--- src/rtl/axi_node_pkg.sv ---
// Shared AXI node definitions: beat-length width, W-allocator state
// encoding, and the one-hot AND-OR mux used to select initiator slices.
package axi_node_pkg;

  localparam int AXI_LEN_W     = 8;
  // Widest initiator count the column mux below can handle.
  localparam int MUX_MAX_PORTS = 32;

  typedef enum logic [1:0] {
    IDLE  = 2'd0,
    BURST = 2'd1,
    MID   = 2'd2
  } w_alloc_state_e;

  // One output bit of a one-hot AND-OR mux: col holds the same bit position
  // of every initiator's slice, sel is the one-hot (or all-zero) select.
  function automatic logic onehot_mux(input logic [MUX_MAX_PORTS-1:0] sel,
                                      input logic [MUX_MAX_PORTS-1:0] col);
    return |(sel & col);
  endfunction

endpackage

--- src/rtl/fifo_v2.sv ---
// Common synchronous FIFO. Power-of-two depth, optional fall-through.
// With FALL_THROUGH=0 a pushed word is visible on data_o the next cycle.
module fifo_v2 #(
  parameter bit          FALL_THROUGH = 1'b0,
  parameter int unsigned DATA_WIDTH   = 32,
  parameter int unsigned DEPTH        = 8,
  localparam int unsigned ADDR_W      = (DEPTH > 1) ? $clog2(DEPTH) : 1
) (
  input  logic                  clk_i,
  input  logic                  rst_ni,
  input  logic                  flush_i,
  input  logic                  testmode_i,
  output logic                  full_o,
  output logic                  empty_o,
  output logic [ADDR_W:0]       usage_o,
  input  logic [DATA_WIDTH-1:0] data_i,
  input  logic                  push_i,
  output logic [DATA_WIDTH-1:0] data_o,
  input  logic                  pop_i
);

  logic [DATA_WIDTH-1:0] mem [DEPTH];
  logic [ADDR_W-1:0]     wr_ptr, rd_ptr;
  logic [ADDR_W:0]       cnt;
  logic                  bypass, push_eff, pop_eff;
  logic                  unused_testmode;

  // No scan-specific behaviour in this FIFO; the pin is kept for interface
  // compatibility with the other node blocks.
  assign unused_testmode = testmode_i;

  assign full_o   = (cnt == (ADDR_W+1)'(DEPTH));
  assign usage_o  = cnt;
  // A fall-through FIFO that is empty passes a simultaneous push straight out.
  assign bypass   = FALL_THROUGH && (cnt == '0) && push_i && pop_i;
  assign push_eff = push_i && !full_o && !bypass;
  assign pop_eff  = pop_i && (cnt != '0);
  assign empty_o  = (cnt == '0) && !(FALL_THROUGH && push_i);
  assign data_o   = (FALL_THROUGH && (cnt == '0)) ? data_i : mem[rd_ptr];

  // Pointer and occupancy bookkeeping.
  always_ff @(posedge clk_i or negedge rst_ni) begin
    if (!rst_ni) begin
      wr_ptr <= '0;
      rd_ptr <= '0;
      cnt    <= '0;
    end else if (flush_i) begin
      wr_ptr <= '0;
      rd_ptr <= '0;
      cnt    <= '0;
    end else begin
      if (push_eff) wr_ptr <= wr_ptr + 1'b1;
      if (pop_eff)  rd_ptr <= rd_ptr + 1'b1;
      case ({push_eff, pop_eff})
        2'b10:   cnt <= cnt + 1'b1;
        2'b01:   cnt <= cnt - 1'b1;
        default: cnt <= cnt;
      endcase
    end
  end

  // Storage array; contents need no reset since occupancy gates visibility.
  always_ff @(posedge clk_i) begin
    if (push_eff) mem[wr_ptr] <= data_i;
  end

endmodule

--- src/rtl/axi_w_allocator.sv ---
// Per-target W-channel scheduler. Serves initiators in AW grant order,
// holding the mux on the head source until the burst's last beat, and
// generating wlast from the recorded awlen.
//
// state | meaning
// IDLE  | no granted AW waiting for data
// BURST | head burst valid, no beat accepted yet (beat_cnt == 0)
// MID   | head burst partially transferred (beat_cnt > 0)
module axi_w_allocator
  import axi_node_pkg::*;
#(
  parameter int N_INIT_PORT = 4,
  parameter int FIFO_DEPTH  = 8,
  parameter int AXI_DATA_W  = 64,
  parameter int AXI_USER_W  = 6,
  parameter int AXI_STRB_W  = AXI_DATA_W/8
) (
  input  logic                              clk,
  input  logic                              rst,
  input  logic                              test_en_i,
  input  logic                              push_ID_i,
  input  logic [N_INIT_PORT-1:0]            ID_i,
  input  logic [AXI_LEN_W-1:0]              awlen_i,
  output logic                              grant_FIFO_ID_o,
  input  logic [N_INIT_PORT-1:0]            wvalid_i,
  input  logic [N_INIT_PORT*AXI_DATA_W-1:0] wdata_i,
  input  logic [N_INIT_PORT*AXI_STRB_W-1:0] wstrb_i,
  input  logic [N_INIT_PORT*AXI_USER_W-1:0] wuser_i,
  input  logic [N_INIT_PORT-1:0]            wlast_i,
  output logic [N_INIT_PORT-1:0]            wready_o,
  output logic                              wvalid_o,
  output logic [AXI_DATA_W-1:0]             wdata_o,
  output logic [AXI_STRB_W-1:0]             wstrb_o,
  output logic [AXI_USER_W-1:0]             wuser_o,
  output logic                              wlast_o,
  input  logic                              wready_i,
  output logic                              wlast_err_o
);

  localparam int ENTRY_W = N_INIT_PORT + AXI_LEN_W;
  localparam int CNT_W   = $clog2(FIFO_DEPTH) + 1;

  logic                     fifo_full, fifo_empty, fifo_push, fifo_pop;
  logic [CNT_W-1:0]         fifo_usage;
  logic [ENTRY_W-1:0]       fifo_head;
  logic                     head_valid, head_valid_nxt;
  logic [N_INIT_PORT-1:0]   sel;
  logic [AXI_LEN_W-1:0]     head_len;
  logic                     hs, sel_wlast;
  logic [AXI_LEN_W-1:0]     beat_cnt, beat_cnt_nxt;
  logic [MUX_MAX_PORTS-1:0] sel_wide, col;
  w_alloc_state_e           state;

  assign grant_FIFO_ID_o = ~fifo_full;
  assign fifo_push       = push_ID_i & ~fifo_full;

  fifo_v2 #(
    .FALL_THROUGH (1'b0),
    .DATA_WIDTH   (ENTRY_W),
    .DEPTH        (FIFO_DEPTH)
  ) u_id_fifo (
    .clk_i      (clk),
    .rst_ni     (~rst),
    .flush_i    (1'b0),
    .testmode_i (test_en_i),
    .full_o     (fifo_full),
    .empty_o    (fifo_empty),
    .usage_o    (fifo_usage),
    .data_i     ({ID_i, awlen_i}),
    .push_i     (fifo_push),
    .data_o     (fifo_head),
    .pop_i      (fifo_pop)
  );

  // Head decode: an empty FIFO forces an all-zero select, which zeroes
  // every muxed output without extra gating.
  assign head_valid = ~fifo_empty;
  assign sel        = head_valid ? fifo_head[ENTRY_W-1:AXI_LEN_W] : '0;
  assign head_len   = fifo_head[AXI_LEN_W-1:0];
  assign sel_wide   = MUX_MAX_PORTS'(sel);

  assign wvalid_o  = |(wvalid_i & sel);
  assign wready_o  = sel & {N_INIT_PORT{wready_i}};
  assign sel_wlast = |(wlast_i & sel);
  assign wlast_o   = head_valid & (beat_cnt == head_len);
  assign hs        = wvalid_o & wready_i;
  assign fifo_pop  = hs & wlast_o;

  // Next-cycle bookkeeping for the beat counter and the state register.
  assign beat_cnt_nxt   = hs ? (wlast_o ? '0 : beat_cnt + 1'b1) : beat_cnt;
  assign head_valid_nxt = fifo_push |
                          (head_valid & ~(fifo_pop & (fifo_usage == CNT_W'(1))));

  // Column-wise AND-OR mux of data, strobe and user slices.
  always_comb begin
    col     = '0;
    wdata_o = '0;
    wstrb_o = '0;
    wuser_o = '0;
    for (int b = 0; b < AXI_DATA_W; b++) begin
      col = '0;
      for (int i = 0; i < N_INIT_PORT; i++) col[i] = wdata_i[i*AXI_DATA_W + b];
      wdata_o[b] = onehot_mux(sel_wide, col);
    end
    for (int b = 0; b < AXI_STRB_W; b++) begin
      col = '0;
      for (int i = 0; i < N_INIT_PORT; i++) col[i] = wstrb_i[i*AXI_STRB_W + b];
      wstrb_o[b] = onehot_mux(sel_wide, col);
    end
    for (int b = 0; b < AXI_USER_W; b++) begin
      col = '0;
      for (int i = 0; i < N_INIT_PORT; i++) col[i] = wuser_i[i*AXI_USER_W + b];
      wuser_o[b] = onehot_mux(sel_wide, col);
    end
  end

  // Burst sequencer: beat counter, state and registered wlast mismatch flag.
  // Sequencing follows awlen only; a wrong wlast_i is reported, never obeyed.
  always_ff @(posedge clk or posedge rst) begin
    if (rst) begin
      beat_cnt    <= '0;
      state       <= IDLE;
      wlast_err_o <= 1'b0;
    end else begin
      beat_cnt    <= beat_cnt_nxt;
      wlast_err_o <= hs & (sel_wlast ^ wlast_o);
      if (!head_valid_nxt)          state <= IDLE;
      else if (beat_cnt_nxt == '0)  state <= BURST;
      else                          state <= MID;
    end
  end

  // Interface and internal consistency checks.
  a_onehot_id: assert property (@(posedge clk) disable iff (rst)
    push_ID_i |-> $onehot(ID_i));
  a_no_push_full: assert property (@(posedge clk) disable iff (rst)
    fifo_push |-> !fifo_full);
  a_idle_empty: assert property (@(posedge clk) disable iff (rst)
    (state == IDLE) == fifo_empty);
  a_mid_cnt: assert property (@(posedge clk) disable iff (rst)
    (state == MID) == (beat_cnt != '0));

endmodule
--- config.mk ---
export PLATFORM = sky130hd
export DESIGN_NAME = axi_w_allocator
export DESIGN_NICKNAME = d
export VERILOG_FILES = /design/src/rtl/axi_node_pkg.sv /design/src/rtl/fifo_v2.sv /design/src/rtl/axi_w_allocator.sv
export SDC_FILE = /design/constraint.sdc
export NUM_CORES = 1
export LEC_CHECK = 0
export ABC_AREA = 1
export CORE_AREA = 5 5 164 166
export CTS_CLUSTER_SIZE = 20
export DETAILED_ROUTE_END_ITERATION = 10
export DIE_AREA = 0 0 169 171
export PLACE_DENSITY = 0.7
export SLEW_MARGIN = 20
export SYNTH_ARGS = -nofsm -noshare
export SYNTH_HDL_FRONTEND = slang
export SYNTH_SLANG_ARGS = --single-unit
--- constraint.sdc ---
create_clock -name clk -period 5.6 [get_ports clk]
set_clock_uncertainty 0.05 [all_clocks]
set_input_delay 1.12 -clock clk [delete_from_list [all_inputs] [get_ports clk]]
set_output_delay 1.12 -clock clk [all_outputs]
set_load 0.02 [all_outputs]
==> results of run 1 <==
[sequential cells by signal (all words and copies together), names as in the netlist]
signal / cells
u_id_fifo.wr_ptr: 3
u_id_fifo.mem: 96
u_id_fifo.usage_o: 4
beat_cnt: 8
u_id_fifo.rd_ptr: 3
wlast_err_o: 1
[per-stage QoR]
stage,std cells,total power [mW]
after floorplan,1003,2.62
after global placement,1694,3.90
after detailed placement,1694,3.91
after CTS,1725,4.94
after global routing,1729,5.19
final,1729,4.93
[path summary, 6_finish.rpt]
| check | from | end | slack, ns | depth (start not counted) |
|---|---|---|---|---|
| max in group asynchronous | rst | beat_cnt[2]$_DFFE_PP0P_ | 3.93 | 2 |
| worst max register to register | u_id_fifo.rd_ptr[1]$_DFFE_PP0P_ | u_id_fifo.usage_o[3]$_DFFE_PP0P_ | 1.25 | 21 |
| worst min register to register | u_id_fifo.usage_o[0]$_DFFE_PP0P_ | u_id_fifo.usage_o[0]$_DFFE_PP0P_ | 0.46 | 1 |
| worst max-delay path | u_id_fifo.rd_ptr[1]$_DFFE_PP0P_ | wdata_o[37] | 0.62 | 9 |
| worst min-delay path | u_id_fifo.usage_o[0]$_DFFE_PP0P_ | u_id_fifo.usage_o[0]$_DFFE_PP0P_ | 0.46 | 1 |
| min in group asynchronous | rst | u_id_fifo.usage_o[3]$_DFFE_PP0P_ | 1.09 | 2 |
[where the power goes]
part           switching (mW)  leakage, nW  internal (mW)  total [mW]
Sequential             0.0625         1.11           1.08        1.14
Combinational            1.67         3.94           1.12        2.79
Clock                   0.359        0.259          0.642        1.00
[cells in the mapped netlist]
library cell / number
nand4_1: 244
inv_1: 138
nand2_1: 122
edfxtp_1: 96
o2111ai_1: 78
nor2_1: 77
clkbuf_1: 66
nand3_1: 58
buf_2: 25
dfrtp_1: 19
o21ai_0: 15
o21ai_1: 15
xor2_1: 10
nand3b_1: 7
ha_1: 6
buf_1: 5
buf_6: 5
buf_4: 2
inv_2: 2
nand2_2: 2
nor2_4: 2
a211oi_1: 1
a21oi_1: 1
fa_1: 1
nand3_2: 1
nor2_2: 1
nor3_1: 1
o211ai_2: 1
or2_2: 1
xnor2_1: 1
[logic make-up (layout without fill, tap and decap cells)]
family / after synthesis / after routing / synth area share, %
flip-flops: 115 / 115 / 41.6
buffers and inverters: 243 / 630 / 12.2
AO/OA/AOI/OAI: 111 / 111 / 10.6
AND/OR/NAND/NOR: 516 / 516 / 33.2
adder cells (fa/ha/maj): 7 / 7 / 1.18
XOR/XNOR: 11 / 11 / 1.19
other: 0 / 4 / 0
[layer usage]
layer,GRT usage (%),vias up
met1,34.3,4582
met5,0,-
met3,9.45,73
met4,7.84,4
met2,39.3,509
li1,-,4479
[worst max-delay path: stages, from the launching register on]
cell             delay, ns
dfrtp_1               0.62
buf_4                 0.33
nor2_1                0.12
o21ai_0               0.10
nand3_1               0.23
nand3_4               0.42
buf_4                 0.34
buf_4                 0.21
o2111ai_1             0.29
clkdlybuf4s50_1       0.68
[layout make-up]
type / instances / area (um^2)
multi-input cells: 645 / 3820
flip-flops and latches: 115 / 3360
diodes: 4 / 10.0
clock inverters: 12 / 116
inverters: 140 / 526
well taps: 335 / 419
repair buffers: 459 / 4570
fillers: 2367 / 12200
clock buffers: 19 / 433
==> qor.yml, run 1 <==
cts:
  cts_made_buffers: 17
  cts_tree: "done"
  clock_sinks: 115
  path_clk_slew_ns: 0.05
  worstSkewPairLatency_ns: 0.41
  clk_path_buf_depth: 2
  hold_buffers: 0
  post-cts-setup-buffers: 0
  cts-root-buf: "clkbuf_16"
  htree_levels: 4
  cts_resized: 0
layout:
  final_cell_mix: "clkdlybuf4s50_1 (421), nand4_1 (244), inv_1 (138)"
  fin_util_pct: 52.1
  nets: 1722
  layout-area-overhead-vs-synth_pct: 64.2
  drive_gt1_share_pct: 5.76
  final_common_cell: "clkdlybuf4s50_1"
  finalInstanceArea_um2: 13300
logic_synthesis:
  yosysTopAreaCellShare_pct: 35.7
  postSynthCellCount: 1003
  synth-seq-cells: 115
  synth_top_cell_by_area: "edfxtp_1"
  synth_warnings: 0
  syn-mean-instance-area_um2: 8.05
  synth.area.top_cells: "edfxtp_1 (36%), nand4_1 (19%), o2111ai_1 (8.5%)"
  netlist_area_um2: 8080
  syn_nets: 1347
  yosysUniqueCellTypes: 30
  yosysSeqAreaShare_pct: 41.6
power_and_ir_drop:
  ir_worst_vdd_v: 0.000272
  leakagePower_nw: 5.31
  power_density_nw_per_um2: 372
flow_run:
  maxCapViolCount: 0
worst_hold_path:
  worstHoldPathType: "reg -> reg"
worst_setup_path:
  cp_max_fo: 32
  arrival_ns: 3.81
  cp-end-kind: "output port"
  crit_required_ns: 4.43
  cp-start-kind: "register"
  worst-setup-path-type: "reg -> out"
timing:
  setup_ws_ns: 0.622
  relSlewSlack_pct: 28.1
  min_period_over_period_pct: 88.9
  slew_violations: 0
  rsz0062_at_grt: "no"
  fmax_mhz: 201
  setup_tns_ns: 0
  period_minus_slack_ns: 4.98
  holdWs_ns: 0.459
  finalHoldViolCount: 0
  tightest_slew_ns: 1.08
  finalSetupViolCount: 0
global_routing:
  grt.total_usage_pct: 25.8
  grt_overflow_total: 0
  grt_pass1_vias: 9298
  grt_pass1_wl_um: 57200
  grt_max_degree: 247
  antenna_found_initial: 7
place:
  place_area_um2: 12700
  pre_cts_slack_ns: 1.15
  dpl.hpwl_um: 29500
  place.gp.congestion: 0.946
  port_buffers: 421
detailed_routing:
  via_count: 9647
  wl_um: 39800
  dr_wl_met3_um: 4570
  drt-initial-drc-count: 912
  top_layer: "met5"
  viasPerCell: 5.58
  drc_errors: 0
  postRouteAntennaNets: 0
  dr.pass1.iters: 5
  drt-wirelength-per-cell_um: 23.0
  wl_met2_um: 17700
  wl_met1_um: 16300
status:
  outcome: "complete, no violations"
die:
  boundaryPins: 423
  rows: 59
  initial_core_util_pct: 31.7
  die-area_um2: 28900
  fp.dieH_um: 171
  die_x_um: 169
  coreArea_um2: 25500
Power figures use the tool's default switching activity.
==> run 2: changes to the inputs <==
MAX_ROUTING_LAYER = met4   (was unset)
==> run 2 against run 1 <==
Net effect:
- largest cell class unchanged
- final area about the same
- highest routed layer is now met4
- global-route usage is 0.64 points higher
- combinational power about the same
- non-clock buffer count fell by 1
==> qor.yml, run 2 (synthesized netlist as in run 1, its figures left out) <==
layout:
  regMostFlops: "u_id_fifo.mem"
  layout-area-overhead-vs-synth_pct: 64.3
  largest_register_ffs: 96
  final_common_cell: "clkdlybuf4s50_1"
  stdcell_count: 1728
  final_cell_mix: "clkdlybuf4s50_1 (421), nand4_1 (244), inv_1 (138)"
  nets: 1721
  drive_gt1_share_pct: 6.12
cts:
  cts_resized: 0
  cts_tree: "done"
  htree_levels: 4
  path_clk_slew_ns: 0.06
  cts_made_buffers: 17
  worstSkewPairLatency_ns: 0.42
  hold_buffers: 0
  cts-root-buf: "clkbuf_16"
  post-cts-setup-buffers: 0
  clk_path_buf_depth: 2
  clock_sinks: 115
place:
  pre_cts_slack_ns: 1.11
  port_buffers: 421
  dpl.hpwl_um: 29500
  place_inst: 1693
  place.gp.congestion: 0.963
worst_hold_path:
  whs_path_depth: 1
  worstHoldPathType: "reg -> reg"
  min_to: "u_id_fifo.usage_o[0]$_DFFE_PP0P_"
  hold_path_startpoint: "u_id_fifo.usage_o[0]$_DFFE_PP0P_"
timing:
  finalSetupViolCount: 0
  finalHoldViolCount: 0
  setup_tns_ns: 0
  holdWs_ns: 0.445
  setup_ws_ns: 0.696
  fmax_mhz: 204
  period_minus_slack_ns: 4.90
  slew_violations: 0
  tightest_slew_ns: 1.07
  rsz0062_at_grt: "no"
  min_period_over_period_pct: 87.6
  relSlewSlack_pct: 28.4
die:
  initial_core_util_pct: 31.7
  die_x_um: 169
  coreArea_um2: 25500
  fp.dieH_um: 171
  rows: 59
  die-area_um2: 28900
  boundaryPins: 423
worst_setup_path:
  cp-start-kind: "register"
  reg2reg_to: "u_id_fifo.usage_o[3]$_DFFE_PP0P_"
  rrSetupSlack_ns: 1.08
  cp-end-kind: "output port"
  reg2regPathDepth: 21
  worst-setup-path-type: "reg -> out"
  arrival_ns: 3.73
  crit_required_ns: 4.43
  cp_max_fo: 55
  r2r-start: "u_id_fifo.rd_ptr[1]$_DFFE_PP0P_"
power_and_ir_drop:
  leakagePower_nw: 5.33
  ir_worst_vdd_v: 0.000241
  power_mw: 4.94
  power_density_nw_per_um2: 372
detailed_routing:
  postRouteAntennaNets: 0
  drt-initial-drc-count: 1008
  via_count: 9668
  viasPerCell: 5.59
  drc_errors: 0
  dr.pass1.iters: 7
  drt-wirelength-per-cell_um: 23.1
  wl_um: 39900
global_routing:
  grt_pass1_vias: 9151
  antenna_found_initial: 3
  grt_overflow_total: 0
  grt_max_degree: 247
  grt_pass1_wl_um: 56800
  grt.total_usage_pct: 26.4
flow_run:
  maxCapViolCount: 0
status:
  outcome: "complete, no violations"
==> run 2: cell count changes in the layout (fill, tap and decap cells not counted), moves of 2 or more <==
| cell | before | now |
|---|---|---|
| buf_4 | 32 | 30 |
| clkbuf_1 | 2 | 0 |
| clkinv_1 | 4 | 0 |
| clkinv_2 | 2 | 5 |
| clkinv_4 | 1 | 4 |
| inv_6 | 0 | 3 |
==> run 2: area by class of cell <==
| type | count | area [um^2] |
|---|---|---|
| Timing Repair Buffer | 458 | 4580 |
| Multi-Input combinational cell | 645 | 3820 |
| Fill cell | 2346 | 12200 |
| Tap cell | 335 | 419 |
| Clock inverter | 15 | 131 |
| Inverter | 140 | 526 |
| Sequential cell | 115 | 3360 |
| Antenna cell | 3 | 7.51 |
| Clock buffer | 17 | 425 |
==> run 2: worst max-delay path, stage by stage (launching register included) <==
cell             delay (ns)
dfrtp_1                0.59
inv_1                  0.17
buf_4                  0.32
nor2_1                 0.08
o21ai_1                0.14
nand3_4                0.57
buf_12                 0.41
nand4_1                0.08
nand2_1                0.08
nor2_2                 0.19
inv_1                  0.06
clkdlybuf4s50_1        0.54
==> run 2: power breakdown <==
| group | leakage [nW] | switching, mW | internal [mW] |
|---|---|---|---|
| sequential | 1.11 | 0.0677 | 1.08 |
| clock | 0.274 | 0.398 | 0.610 |
| combinational | 3.94 | 1.67 | 1.12 |
==> run 2: per-stage QoR <==
| stage | util (%) | area, um^2 |
|---|---|---|
| 3_3_place_gp | 49.9 | 12700 |
| 5_1_grt | 52.1 | 13300 |
| 4_1_cts | 52.1 | 13300 |
| 2_1_floorplan | - | 8080 |
| 3_5_place_dp | 49.9 | 12700 |
| 6_report | 52.1 | 13300 |
==> run 2: worst max path at each step <==
stage,end,cells after the start,from,slack [ns]
after floorplan,wdata_o[38],11,u_id_fifo.rd_ptr[0]$_DFFE_PP0P_,2.53
after global placement,wdata_o[37],9,u_id_fifo.rd_ptr[1]$_DFFE_PP0P_,1.16
after detailed placement,wdata_o[51],9,u_id_fifo.rd_ptr[1]$_DFFE_PP0P_,1.11
after CTS,wdata_o[37],9,u_id_fifo.rd_ptr[1]$_DFFE_PP0P_,0.66
after global routing,wdata_o[37],9,u_id_fifo.rd_ptr[1]$_DFFE_PP0P_,0.51
final,wvalid_o,11,u_id_fifo.rd_ptr[1]$_DFFE_PP0P_,0.70
==> run 2: metal layers <==
metal	track usage (%)	wire (um)	share of wire, %	vias up
met5	-	0	0	-
met4	8.61	1100	2.8	0
met3	8.41	4710	12	73
met2	38.3	17700	45	583
met1	35.2	16300	41	4528
li1	-	-	-	4484
